[config.mk]
export PLATFORM = sky130hd
export DESIGN_NAME = axi_timer_mc
export DESIGN_NICKNAME = d
export VERILOG_FILES = /design/src/rtl/axi_timer_mc.sv
export SDC_FILE = /design/constraint.sdc
export NUM_CORES = 1
export LEC_CHECK = 0
export CAP_MARGIN = 20
export CELL_PAD_IN_SITES_DETAIL_PLACEMENT = 1
export CELL_PAD_IN_SITES_GLOBAL_PLACEMENT = 2
export CORE_MARGIN = 2
export CORE_UTILIZATION = 45
export CTS_BUF_LIST = sky130_fd_sc_hd__clkbuf_2 sky130_fd_sc_hd__clkbuf_4 sky130_fd_sc_hd__clkbuf_8
export DETAILED_ROUTE_END_ITERATION = 7
export GPL_TIMING_DRIVEN = 0
export PLACE_DENSITY = 0.95
export SLEW_MARGIN = 5
export SYNTH_ARGS = -nofsm -noshare
export SYNTH_HDL_FRONTEND = slang
export SYNTH_SLANG_ARGS = --single-unit
[constraint.sdc]
create_clock -name i_clk -period 4.7 [get_ports i_clk]
set_input_delay 0.47 -clock i_clk [delete_from_list [all_inputs] [get_ports i_clk]]
set_output_delay 0.47 -clock i_clk [all_outputs]
set_load 0.05 [all_outputs]
[src/rtl/axi_timer_mc.sv]
// N_CH prescaled up-counters with sticky masked IRQs; define TIMER_SHADOW_PERIOD_EN for a shadowed PERIOD.
// Read data is valid the cycle after address accept and is held until i_rready; one transaction in flight at a time.
module axi_timer_mc #(
    parameter int N_CH   = 4,
    parameter int CNT_W  = 32,
    parameter int ADDR_W = 8,
    parameter int PSC_W  = 16
) (
    input  logic              i_clk,
    input  logic              i_rst_n,
    input  logic              i_avalid,
    input  logic              i_awrite,
    input  logic [ADDR_W-1:0] i_addr,
    output logic              o_aready,
    input  logic              i_wvalid,
    input  logic [31:0]       i_wdata,
    output logic              o_wready,
    output logic              o_rvalid,
    output logic [31:0]       o_rdata,
    input  logic              i_rready,
    output logic              o_irq
);
    typedef enum logic [1:0] {ST_IDLE, ST_WDATA, ST_RDATA} state_e;

    state_e            state_q, state_d;
    logic [ADDR_W-1:0] addr_q, addr_d;
    logic [31:0]       rdata_q, rdata_d;
    logic              gcr_en_q, gcr_en_d;
    logic [N_CH-1:0]   status_q, status_d;
    logic [N_CH-1:0]   mask_q, mask_d;
    logic [N_CH-1:0]   ch_en_q, ch_en_d;
    logic [N_CH-1:0]   ch_mode_q, ch_mode_d;
    logic [PSC_W-1:0]  prescale_q, prescale_d;
    logic [PSC_W-1:0]  psc_cnt_q, psc_cnt_d;
    logic [CNT_W-1:0]  period_q  [N_CH];
    logic [CNT_W-1:0]  period_d  [N_CH];
`ifdef TIMER_SHADOW_PERIOD_EN
    logic [CNT_W-1:0]  period_sh_q [N_CH];
    logic [CNT_W-1:0]  period_sh_d [N_CH];
`endif
    logic [CNT_W-1:0]  counter_q [N_CH];
    logic [CNT_W-1:0]  counter_d [N_CH];
    logic [CNT_W-1:0]  irq_cnt_q [N_CH];
    logic [CNT_W-1:0]  irq_cnt_d [N_CH];
    logic              irq_q, irq_d;

    logic              wr_en, tick;
    logic              wr_gcr, wr_status, wr_mask, wr_prescale;
    logic [ADDR_W-1:0] rd_off, wr_off;
    logic              rd_in_ch, wr_in_ch;
    logic [N_CH-1:0]   rd_hit, wr_hit, expire, w1c;
    logic [31:0]       rd_mux;

    // Channel windows start at word 0x10, four registers per channel.
    assign rd_off      = i_addr - ADDR_W'(16);
    assign wr_off      = addr_q - ADDR_W'(16);
    assign rd_in_ch    = (i_addr >= ADDR_W'(16));
    assign wr_in_ch    = (addr_q >= ADDR_W'(16));
    assign wr_gcr      = wr_en && (addr_q == ADDR_W'(0));
    assign wr_status   = wr_en && (addr_q == ADDR_W'(1));
    assign wr_mask     = wr_en && (addr_q == ADDR_W'(2));
    assign wr_prescale = wr_en && (addr_q == ADDR_W'(3));

    always_comb begin
        rd_hit = '0;
        wr_hit = '0;
        for (int c = 0; c < N_CH; c++) begin
            rd_hit[c] = rd_in_ch && (rd_off[ADDR_W-1:2] == (ADDR_W-2)'(c));
            wr_hit[c] = wr_en && wr_in_ch && (wr_off[ADDR_W-1:2] == (ADDR_W-2)'(c));
        end
    end

    always_comb begin
        rd_mux = '0;
        if (i_addr == ADDR_W'(0))      rd_mux = 32'(gcr_en_q);
        else if (i_addr == ADDR_W'(1)) rd_mux = 32'(status_q);
        else if (i_addr == ADDR_W'(2)) rd_mux = 32'(mask_q);
        else if (i_addr == ADDR_W'(3)) rd_mux = 32'(prescale_q);
        for (int c = 0; c < N_CH; c++) begin
            if (rd_hit[c]) begin
                case (rd_off[1:0])
                    2'd0: rd_mux = 32'({ch_mode_q[c], ch_en_q[c]});
`ifdef TIMER_SHADOW_PERIOD_EN
                    2'd1: rd_mux = 32'(period_sh_q[c]);
`else
                    2'd1: rd_mux = 32'(period_q[c]);
`endif
                    2'd2: rd_mux = 32'(counter_q[c]);
                    default: rd_mux = 32'(irq_cnt_q[c]);
                endcase
            end
        end
    end

    always_comb begin
        state_d = state_q;
        addr_d  = addr_q;
        rdata_d = rdata_q;
        wr_en   = 1'b0;
        case (state_q)
            ST_IDLE: begin
                if (i_avalid) begin
                    addr_d = i_addr;
                    if (i_awrite) begin
                        state_d = ST_WDATA;
                    end else begin
                        state_d = ST_RDATA;
                        rdata_d = rd_mux;
                    end
                end
            end
            ST_WDATA: begin
                if (i_wvalid) begin
                    wr_en   = 1'b1;
                    state_d = ST_IDLE;
                end
            end
            ST_RDATA: begin
                if (i_rready) begin
                    rdata_d = '0;
                    state_d = ST_IDLE;
                end
            end
            default: state_d = ST_IDLE;
        endcase
    end

    always_comb begin
        gcr_en_d   = gcr_en_q;
        mask_d     = mask_q;
        prescale_d = prescale_q;
        ch_en_d    = ch_en_q;
        ch_mode_d  = ch_mode_q;
        period_d   = period_q;
        counter_d  = counter_q;
        irq_cnt_d  = irq_cnt_q;
`ifdef TIMER_SHADOW_PERIOD_EN
        period_sh_d = period_sh_q;
`endif
        expire = '0;

        tick      = gcr_en_q && (psc_cnt_q == prescale_q);
        psc_cnt_d = (!gcr_en_q || tick || wr_prescale) ? '0 : psc_cnt_q + PSC_W'(1);

        if (wr_gcr)      gcr_en_d   = i_wdata[0];
        if (wr_mask)     mask_d     = i_wdata[N_CH-1:0];
        if (wr_prescale) prescale_d = i_wdata[PSC_W-1:0];

        for (int c = 0; c < N_CH; c++) begin
            if (tick && ch_en_q[c]) begin
                if (counter_q[c] == period_q[c]) begin
                    expire[c]    = 1'b1;
                    counter_d[c] = '0;
                    if (irq_cnt_q[c] != {CNT_W{1'b1}}) irq_cnt_d[c] = irq_cnt_q[c] + CNT_W'(1);
                    if (ch_mode_q[c]) ch_en_d[c] = 1'b0;
`ifdef TIMER_SHADOW_PERIOD_EN
                    period_d[c] = period_sh_q[c];
`endif
                end else begin
                    counter_d[c] = counter_q[c] + CNT_W'(1);
                end
            end
            // Bus writes are applied last so they override the tick update.
            if (wr_hit[c]) begin
                case (wr_off[1:0])
                    2'd0: begin
                        ch_en_d[c]   = i_wdata[0];
                        ch_mode_d[c] = i_wdata[1];
                    end
                    2'd1: begin
`ifdef TIMER_SHADOW_PERIOD_EN
                        period_sh_d[c] = i_wdata[CNT_W-1:0];
                        if (!ch_en_q[c]) period_d[c] = i_wdata[CNT_W-1:0];
`else
                        period_d[c] = i_wdata[CNT_W-1:0];
`endif
                    end
                    2'd2:    counter_d[c] = i_wdata[CNT_W-1:0];
                    default: irq_cnt_d[c] = '0;
                endcase
            end
        end

        // Clear before set: an expiry in the same cycle as its W1C keeps the bit.
        w1c      = wr_status ? i_wdata[N_CH-1:0] : {N_CH{1'b0}};
        status_d = (status_q & ~w1c) | expire;
        irq_d    = |(status_q & mask_q);
    end

    always_ff @(posedge i_clk or negedge i_rst_n) begin
        if (!i_rst_n) begin
            state_q    <= ST_IDLE;
            addr_q     <= '0;
            rdata_q    <= '0;
            gcr_en_q   <= 1'b0;
            status_q   <= '0;
            mask_q     <= '0;
            ch_en_q    <= '0;
            ch_mode_q  <= '0;
            prescale_q <= '0;
            psc_cnt_q  <= '0;
            irq_q      <= 1'b0;
            for (int c = 0; c < N_CH; c++) begin
                period_q[c]  <= '0;
                counter_q[c] <= '0;
                irq_cnt_q[c] <= '0;
`ifdef TIMER_SHADOW_PERIOD_EN
                period_sh_q[c] <= '0;
`endif
            end
        end else begin
            state_q    <= state_d;
            addr_q     <= addr_d;
            rdata_q    <= rdata_d;
            gcr_en_q   <= gcr_en_d;
            status_q   <= status_d;
            mask_q     <= mask_d;
            ch_en_q    <= ch_en_d;
            ch_mode_q  <= ch_mode_d;
            prescale_q <= prescale_d;
            psc_cnt_q  <= psc_cnt_d;
            irq_q      <= irq_d;
            for (int c = 0; c < N_CH; c++) begin
                period_q[c]  <= period_d[c];
                counter_q[c] <= counter_d[c];
                irq_cnt_q[c] <= irq_cnt_d[c];
`ifdef TIMER_SHADOW_PERIOD_EN
                period_sh_q[c] <= period_sh_d[c];
`endif
            end
        end
    end

    assign o_aready = (state_q == ST_IDLE);
    assign o_wready = (state_q == ST_WDATA);
    assign o_rvalid = (state_q == ST_RDATA);
    assign o_rdata  = rdata_q;
    assign o_irq    = irq_q;

endmodule

==> metrics.md, run 1 <==
| Metric | Value |
|---|---|
| Status | `completed` |
| Crit-path cells | `xor2_1 > nor4_1 > nand4_1 > buf_8 > clkbuf_1 > nor2_1 > clkbuf_1 > nand3_1 > xnor2_1 > nor2_1` |
| Worst EP required | `5270 ps` |
| Cell family with most CP delay | `simple AND/OR/NAND/NOR gates` |
| Total Routing Usage GR | `0.410` |
| FF+latch count, synth | `476` |
| MaxCap Viol Count | `0` |
| Post-synth EDFFs | `0` |
| Router iterations before antenna repair | `6` |
| Vias in the first global route | `27,400` |
| DR WL met3 | `14,800 µm` |
| Number of library cell types mapped by synthesis | `67` |
| M1 wire length | `53,200 µm` |
| PortBufs | `69` |
| Hpwl dp | `97,700 µm` |
| Rows | `91` |
| Final wirelength | `132,000 µm` |
| Core ar. | `0.0616 mm²` |
| TritonCTS clock tree | `done` |
| Setup_tns | `0 ps` |
| Mapped Area | `0.0280 mm²` |
| Starting density of the core | `0.455` |
| Drt first-iter violations | `3,333` |
| Die Y | `254 µm` |
| Sequential share of the synthesized area | `0.425` |
| Slew margin rel. | `0.140` |
| WL/cell | `32.4 µm` |
| Total number of vias | `26,800` |
| Peak Freq | `213 MHz` |
| H-Tree Depth | `3` |
| Post-route ant nets | `0` |
| Reg clk slew, reported paths | `60 ps` |
| Avg Cell Area, Syn | `9.47 µm²` |
| WHS | `247 ps` |
| Final slew viol count | `0` |
| Ys async rst share | `1.00` |
| First-pass GRT wire length | `190,000 µm` |
| Final period util | `0.999` |
| Final setup viols | `0` |
| Layout overhead on the synthesized area | `14.7%` |
| Worst VDD drop | `0.203 mV` |
| Clock Latency Late Sink | `740 ps` |
| Storage element area | `0.0119 mm²` |
| Area of the multi-input gates | `0.0152 mm²` |
| TritonCTS Buffers | `92` |
| DRC viols | `0` |
| CP Class | `reg2reg` |
| Predominant post-synthesis flop cell | `dfrtp_1` |
| Fin. Hold Viols | `0` |
| Grt ovf | `0` |
| WP buf/inv | `3` |
| DR WL met2 | `55,100 µm` |
| Setup crit end kind | `flop` |
| Min Tclk post-route | `4690 ps` |
| Layout cells sized above 1 | `0.155` |
| Post-synth net total | `3,014` |
| RSZ-0062 raised after global routing | `no` |
| Post-CTS Resized | `0` |
| GPL Wtd Cong | `1.05` |
| Die Area | `0.0643 mm²` |
| Initial antenna violation count | `11` |
| Fillers | `6,996` |
| CP max stage delay | `840 ps` |
| Worst Setup Start Kind | `flop` |
| Clock Sinks | `476` |
| Final nets | `3,206` |
| CP max-delay cell | `clkbuf_1` |
| Post-Synthesis Cells | `2,959` |
| CTS root buffer | `clkbuf_8` |
| Yosys warns | `0` |
| Worst min path class | `in2reg` |
| Worst slew pin tran | `1290 ps` |
| Highest routed layer | `met5` |
| Critical Path Fanout Max | `10` |
| Largest net degree at the start of global routing | `114` |
| Vias per cell | `6.60` |
| Post-Route Skew | `48.0 ps` |
| Io pins | `82` |
| PwrDens | `399 mW/mm²` |
| CP arrival | `5260 ps` |
| Longest Clk Path Bufs | `3` |
| Leakage | `0.0130 µW` |
| Die X | `254 µm` |
worst register-to-register path, stage by stage (launching register included):
cell	delay [ps]
dfrtp_1	480
xor2_1	210
nor4_1	350
nand4_1	630
buf_8	390
clkbuf_1	360
nor2_1	670
clkbuf_1	850
nand3_1	300
xnor2_1	230
nor2_1	50
power by group:
part / leakage, µW / total, µW / internal (µW) / switching, µW
Sequential: 0.00571 / 4960 / 4410 / 545
Combinational: 0.00622 / 3350 / 1100 / 2250
Clock: 0.00105 / 4520 / 2520 / 2000
metal layers:
layer | track usage | up-vias
li1 | - | 11100
met1 | 0.560 | 13700
met2 | 0.586 | 1591
met3 | 0.108 | 378
met4 | 0.239 | 6
met5 | 0 | -
final cells by class:
type | instances | area share
inverters | 40 | 0.00467
clock buffers | 151 | 0.0586
clock inverters | 15 | 0.00280
plain buffers | 193 | 0.0232
flip-flops and latches | 476 | 0.371
well taps | 837 | 0.0326
diodes | 3 | 0.000234
multi-input cells | 2250 | 0.473
repair buffers | 98 | 0.0339
cells in the mapped netlist (64+ instances only):
master    count  area [µm²]
clkbuf_1    163         612
nand2_1     295        1110
nor3_1       65         325
nor2_1      249         935
dfrtp_1     476       11900
a21oi_1      96         480
a22oi_1      71         533
nor4_1       64         400
xnor2_1     173        1520
mux2_2      269        3030
nand4_1     107         669
o21ai_0     159         796
xor2_1      156        1370
nand3_1     116         581
per-stage QoR:
step | setup slack (ps) | util | cells | area, µm² | total power, µW
after floorplan | 1640 | - | 2959 | 28000 | 6710
after global placement | -18650 | 0.483 | 3865 | 29800 | 8030
after detailed placement | -108 | 0.488 | 3887 | 30100 | 8190
after CTS | 2.66 | 0.521 | 4054 | 32100 | 12700
after global routing | 75.4 | 0.522 | 4061 | 32100 | 13200
final | 6.69 | 0.522 | 4063 | 32100 | 12800
worst paths after layout:
check	cells after the start	slack, ps	end	from
worst max-delay path	10	7	irq_cnt_q[85]	prescale_q[11]
max in group asynchronous	4	2750	irq_cnt_q[9]	i_rst_n
worst max register to register	10	7	irq_cnt_q[85]	prescale_q[11]
worst min register to register	1	480	state_q[0]	state_q[1]
worst min-delay path	3	250	counter_q[40]	i_wdata[8]
min in group asynchronous	2	370	o_rdata[23]	i_rst_n
kinds of logic (layout without fill, tap and decap cells):
| kind of cell | after synthesis | after routing | synth area share |
|---|---|---|---|
| AOI/OAI and AO/OA | 515 | 515 | 0.118 |
| adders and majority gates | 9 | 9 | 0.00402 |
| DFF | 476 | 476 | 0.425 |
| other | 0 | 3 | 0 |
| buffers and inverters | 233 | 497 | 0.0319 |
| xor gates and xnor gates | 329 | 329 | 0.103 |
| muxes | 288 | 288 | 0.119 |
| and+or+nand+nor | 1109 | 1109 | 0.199 |
cell usage in the layout (no fill, tap or decap), drive strengths merged, types with 68 or more instances in the layout:
cell | synthesis | routed
dfrtp | 476 | 476
nand2 | 295 | 295
o21ai | 159 | 159
nand3 | 116 | 116
nor2 | 249 | 249
clkbuf | 163 | 314
a21oi | 96 | 96
mux2 | 269 | 269
clkdlybuf4s50 | 0 | 68
xnor2 | 173 | 173
a22oi | 71 | 71
nand4 | 108 | 108
xor2 | 156 | 156
registers in the layout (all words and copies together), names as in the netlist:
signal,flops
addr_q,8
ch_en_q,4
ch_mode_q,4
counter_q,128
gcr_en_q,1
irq_cnt_q,128
mask_q,4
o_irq,1
o_rdata,32
period_q,128
prescale_q,16
psc_cnt_q,16
state_q,2
status_q,4
repair_timing:
| action | in CTS | in global routing |
|---|---|---|
| hold buffers | 1 | 0 |
| setup buffers | 0 | 0 |
| setup endpoints to repair | 0 | 0 |
| hold endpoints to repair | 79 | 0 |
Note: power is estimated with default switching activity, not from simulation.
==> run 2, diff against run 1 <==
Settings changed: PLACE_DENSITY 0.95 to unset, PLACE_DENSITY_LB_ADDON set to 0.1.
==> run 2 against run 1 <==
Against the previous run: setup slack better by 140 ps; clock skew fell by 25 ps; clock power hardly changed; register-to-register slack improved by 140 ps; total power barely moved; combinational power about the same; sequential share of layout area about the same; flip-flop and latch count unchanged; largest cell class unchanged; highest routed layer unchanged.
==> metrics.md, run 2 (synthesis results as in run 1) <==
| Metric | Value |
|---|---|
| Beginning of the worst register-to-register path | `psc_cnt_q[5]` |
| Fin. Hold Viols | `0` |
| Clock Sinks | `476` |
| Drt first-iter violations | `3,150` |
| Hold path start | `i_wdata[11]` |
| Leakage | `0.0130 µW` |
| Setup crit start | `psc_cnt_q[5]` |
| Longest Clk Path Bufs | `3` |
| Grt ovf | `0` |
| Flop2flop setup slack | `150 ps` |
| Io pins | `82` |
| TritonCTS clock tree | `done` |
| Worst slew pin tran | `1360 ps` |
| CTS Hold Bufs | `1` |
| Hpwl dp | `99,900 µm` |
| Gate power share | `0.262` |
| Critical Path Fanout Max | `10` |
| Starting density of the core | `0.455` |
| Initial antenna violation count | `14` |
| CP max stage delay | `900 ps` |
| Die Y | `254 µm` |
| Switching share of power | `0.377` |
| Top Registers | `counter_q (128), irq_cnt_q (128), period_q (128)` |
| Power Internal | `7990 µW` |
| Cell family with most CP delay | `simple AND/OR/NAND/NOR gates` |
| DP Cell Count | `3,884` |
| Hold Crit Depth | `3` |
| R2R Path End | `irq_cnt_q[85]` |
| Worst min path class | `in2reg` |
| Flop pwr share | `0.387` |
| Vias in the first global route | `26,600` |
| Clock Latency Late Sink | `710 ps` |
| Rows | `91` |
| Layout overhead on the synthesized area | `14.6%` |
| TritonCTS Buffers | `90` |
| Place WS | `-77.6 ps` |
| MaxCap Viol Count | `0` |
| Switch Pwr | `4830 µW` |
| Core Util, Final | `0.521` |
| WL/cell | `32.5 µm` |
| Min Tclk post-route | `4550 ps` |
| Largest net degree at the start of global routing | `106` |
| PwrDens | `399 mW/mm²` |
| WP buf/inv | `3` |
| Final standard cell count with taps included and fillers excluded | `4,056` |
| Worst Setup Start Kind | `flop` |
| Vias per cell | `6.52` |
| Peak Freq | `220 MHz` |
| CTS root buffer | `clkbuf_8` |
| Router iterations before antenna repair | `5` |
| Worst R2R Path Depth | `10` |
| Worst EP required | `5280 ps` |
| Core ar. | `0.0616 mm²` |
| Clock Power Share | `0.351` |
| Final slew viol count | `0` |
| Post-route ant nets | `0` |
| CP arrival | `5130 ps` |
| Post-Route Skew | `23.2 ps` |
| Total number of vias | `26,400` |
| CP max-delay cell | `clkbuf_1` |
| Post-CTS Resized | `0` |
| Layout cells sized above 1 | `0.153` |
| CP Class | `reg2reg` |
| Most frequent cells in the layout | `dfrtp_1, nand2_1, mux2_2` |
| Worst VDD drop | `0.250 mV` |
| Fillers | `7,036` |
| Final setup viols | `0` |
| Slew margin rel. | `0.0963` |
| Hold worst-path end | `counter_q[107]` |
| Setup bufs post-CTS | `0` |
| Setup WS post-layout | `151 ps` |
| Die Area | `0.0643 mm²` |
| Setup crit end kind | `flop` |
| H-Tree Depth | `3` |
| Total Routing Usage GR | `0.413` |
| Final wirelength | `132,000 µm` |
| Final period util | `0.968` |
| Storage element area | `0.0119 mm²` |
| Most common cell after layout, fill and taps aside | `dfrtp_1` |
| Die X | `254 µm` |
| Reg clk slew, reported paths | `60 ps` |
| Area of the multi-input gates | `0.0152 mm²` |
| Crit-path cells | `xor2_1 > nor4_1 > nand4_1 > buf_6 > clkbuf_1 > nor2_1 > clkbuf_1 > nand3_1 > xnor2_1 > nor2_1` |
| RSZ-0062 raised after global routing | `no` |
| Final nets | `3,198` |
| PortBufs | `69` |
| DRC viols | `0` |
| First-pass GRT wire length | `189,000 µm` |
| Status | `completed` |
| GPL Wtd Cong | `1.09` |
## run 2: power groups by stage
stage,clock [µW],sequential [µW],combinational [µW]
4_1_cts,4540,4930,3250
3_5_place_dp,0,5000,3230
5_1_grt,4710,4990,3540
6_report,4510,4960,3350
2_1_floorplan,0,4810,1900
3_3_place_gp,0,4990,3090
## run 2: worst min-delay path, cell delays in order
cell and delay, ps:
buf_1 230, nand2_1 110, o21ai_0 80
## run 2: area by class of cell
class                      instances  share of cell area
multi-input combinational       2250               0.474
antenna                            1           0.0000780
timing repair buffer              92              0.0334
inverter                          40             0.00468
buffer                           193              0.0232
sequential                       476               0.371
tap                              837              0.0326
clock buffer                     144              0.0563
clock inverter                    23             0.00491
## run 2: stage by stage
step	hold WS (ps)	setup TNS, ps	power, µW	cell area [µm²]
floorplan	174	0	6710	28000
global placement	465	-8950500	8080	29800
detailed placement	470	-146	8220	30100
CTS	167	0	12700	32100
global route	270	0	13200	32100
finish	227	0	12800	32100
## run 2: how the worst max path moves through the flow
stage                     to  slack [ps]  cells past startpoint
2_1_floorplan   period_q[70]        1640                      8
3_3_place_gp   irq_cnt_q[12]      -18860                      1
3_5_place_dp     o_rdata[15]         -80                      8
4_1_cts        irq_cnt_q[85]         320                     10
5_1_grt        irq_cnt_q[85]         140                     10
6_report       irq_cnt_q[85]         150                     10
## run 2: layer usage
metal | track usage | up-vias | part of all wire
met5 | 0 | - | 0.00017
met4 | 0.203 | 4 | 0.055
met3 | 0.0867 | 289 | 0.092
met2 | 0.602 | 1322 | 0.43
met1 | 0.580 | 13700 | 0.43
li1 | - | 11100 | -
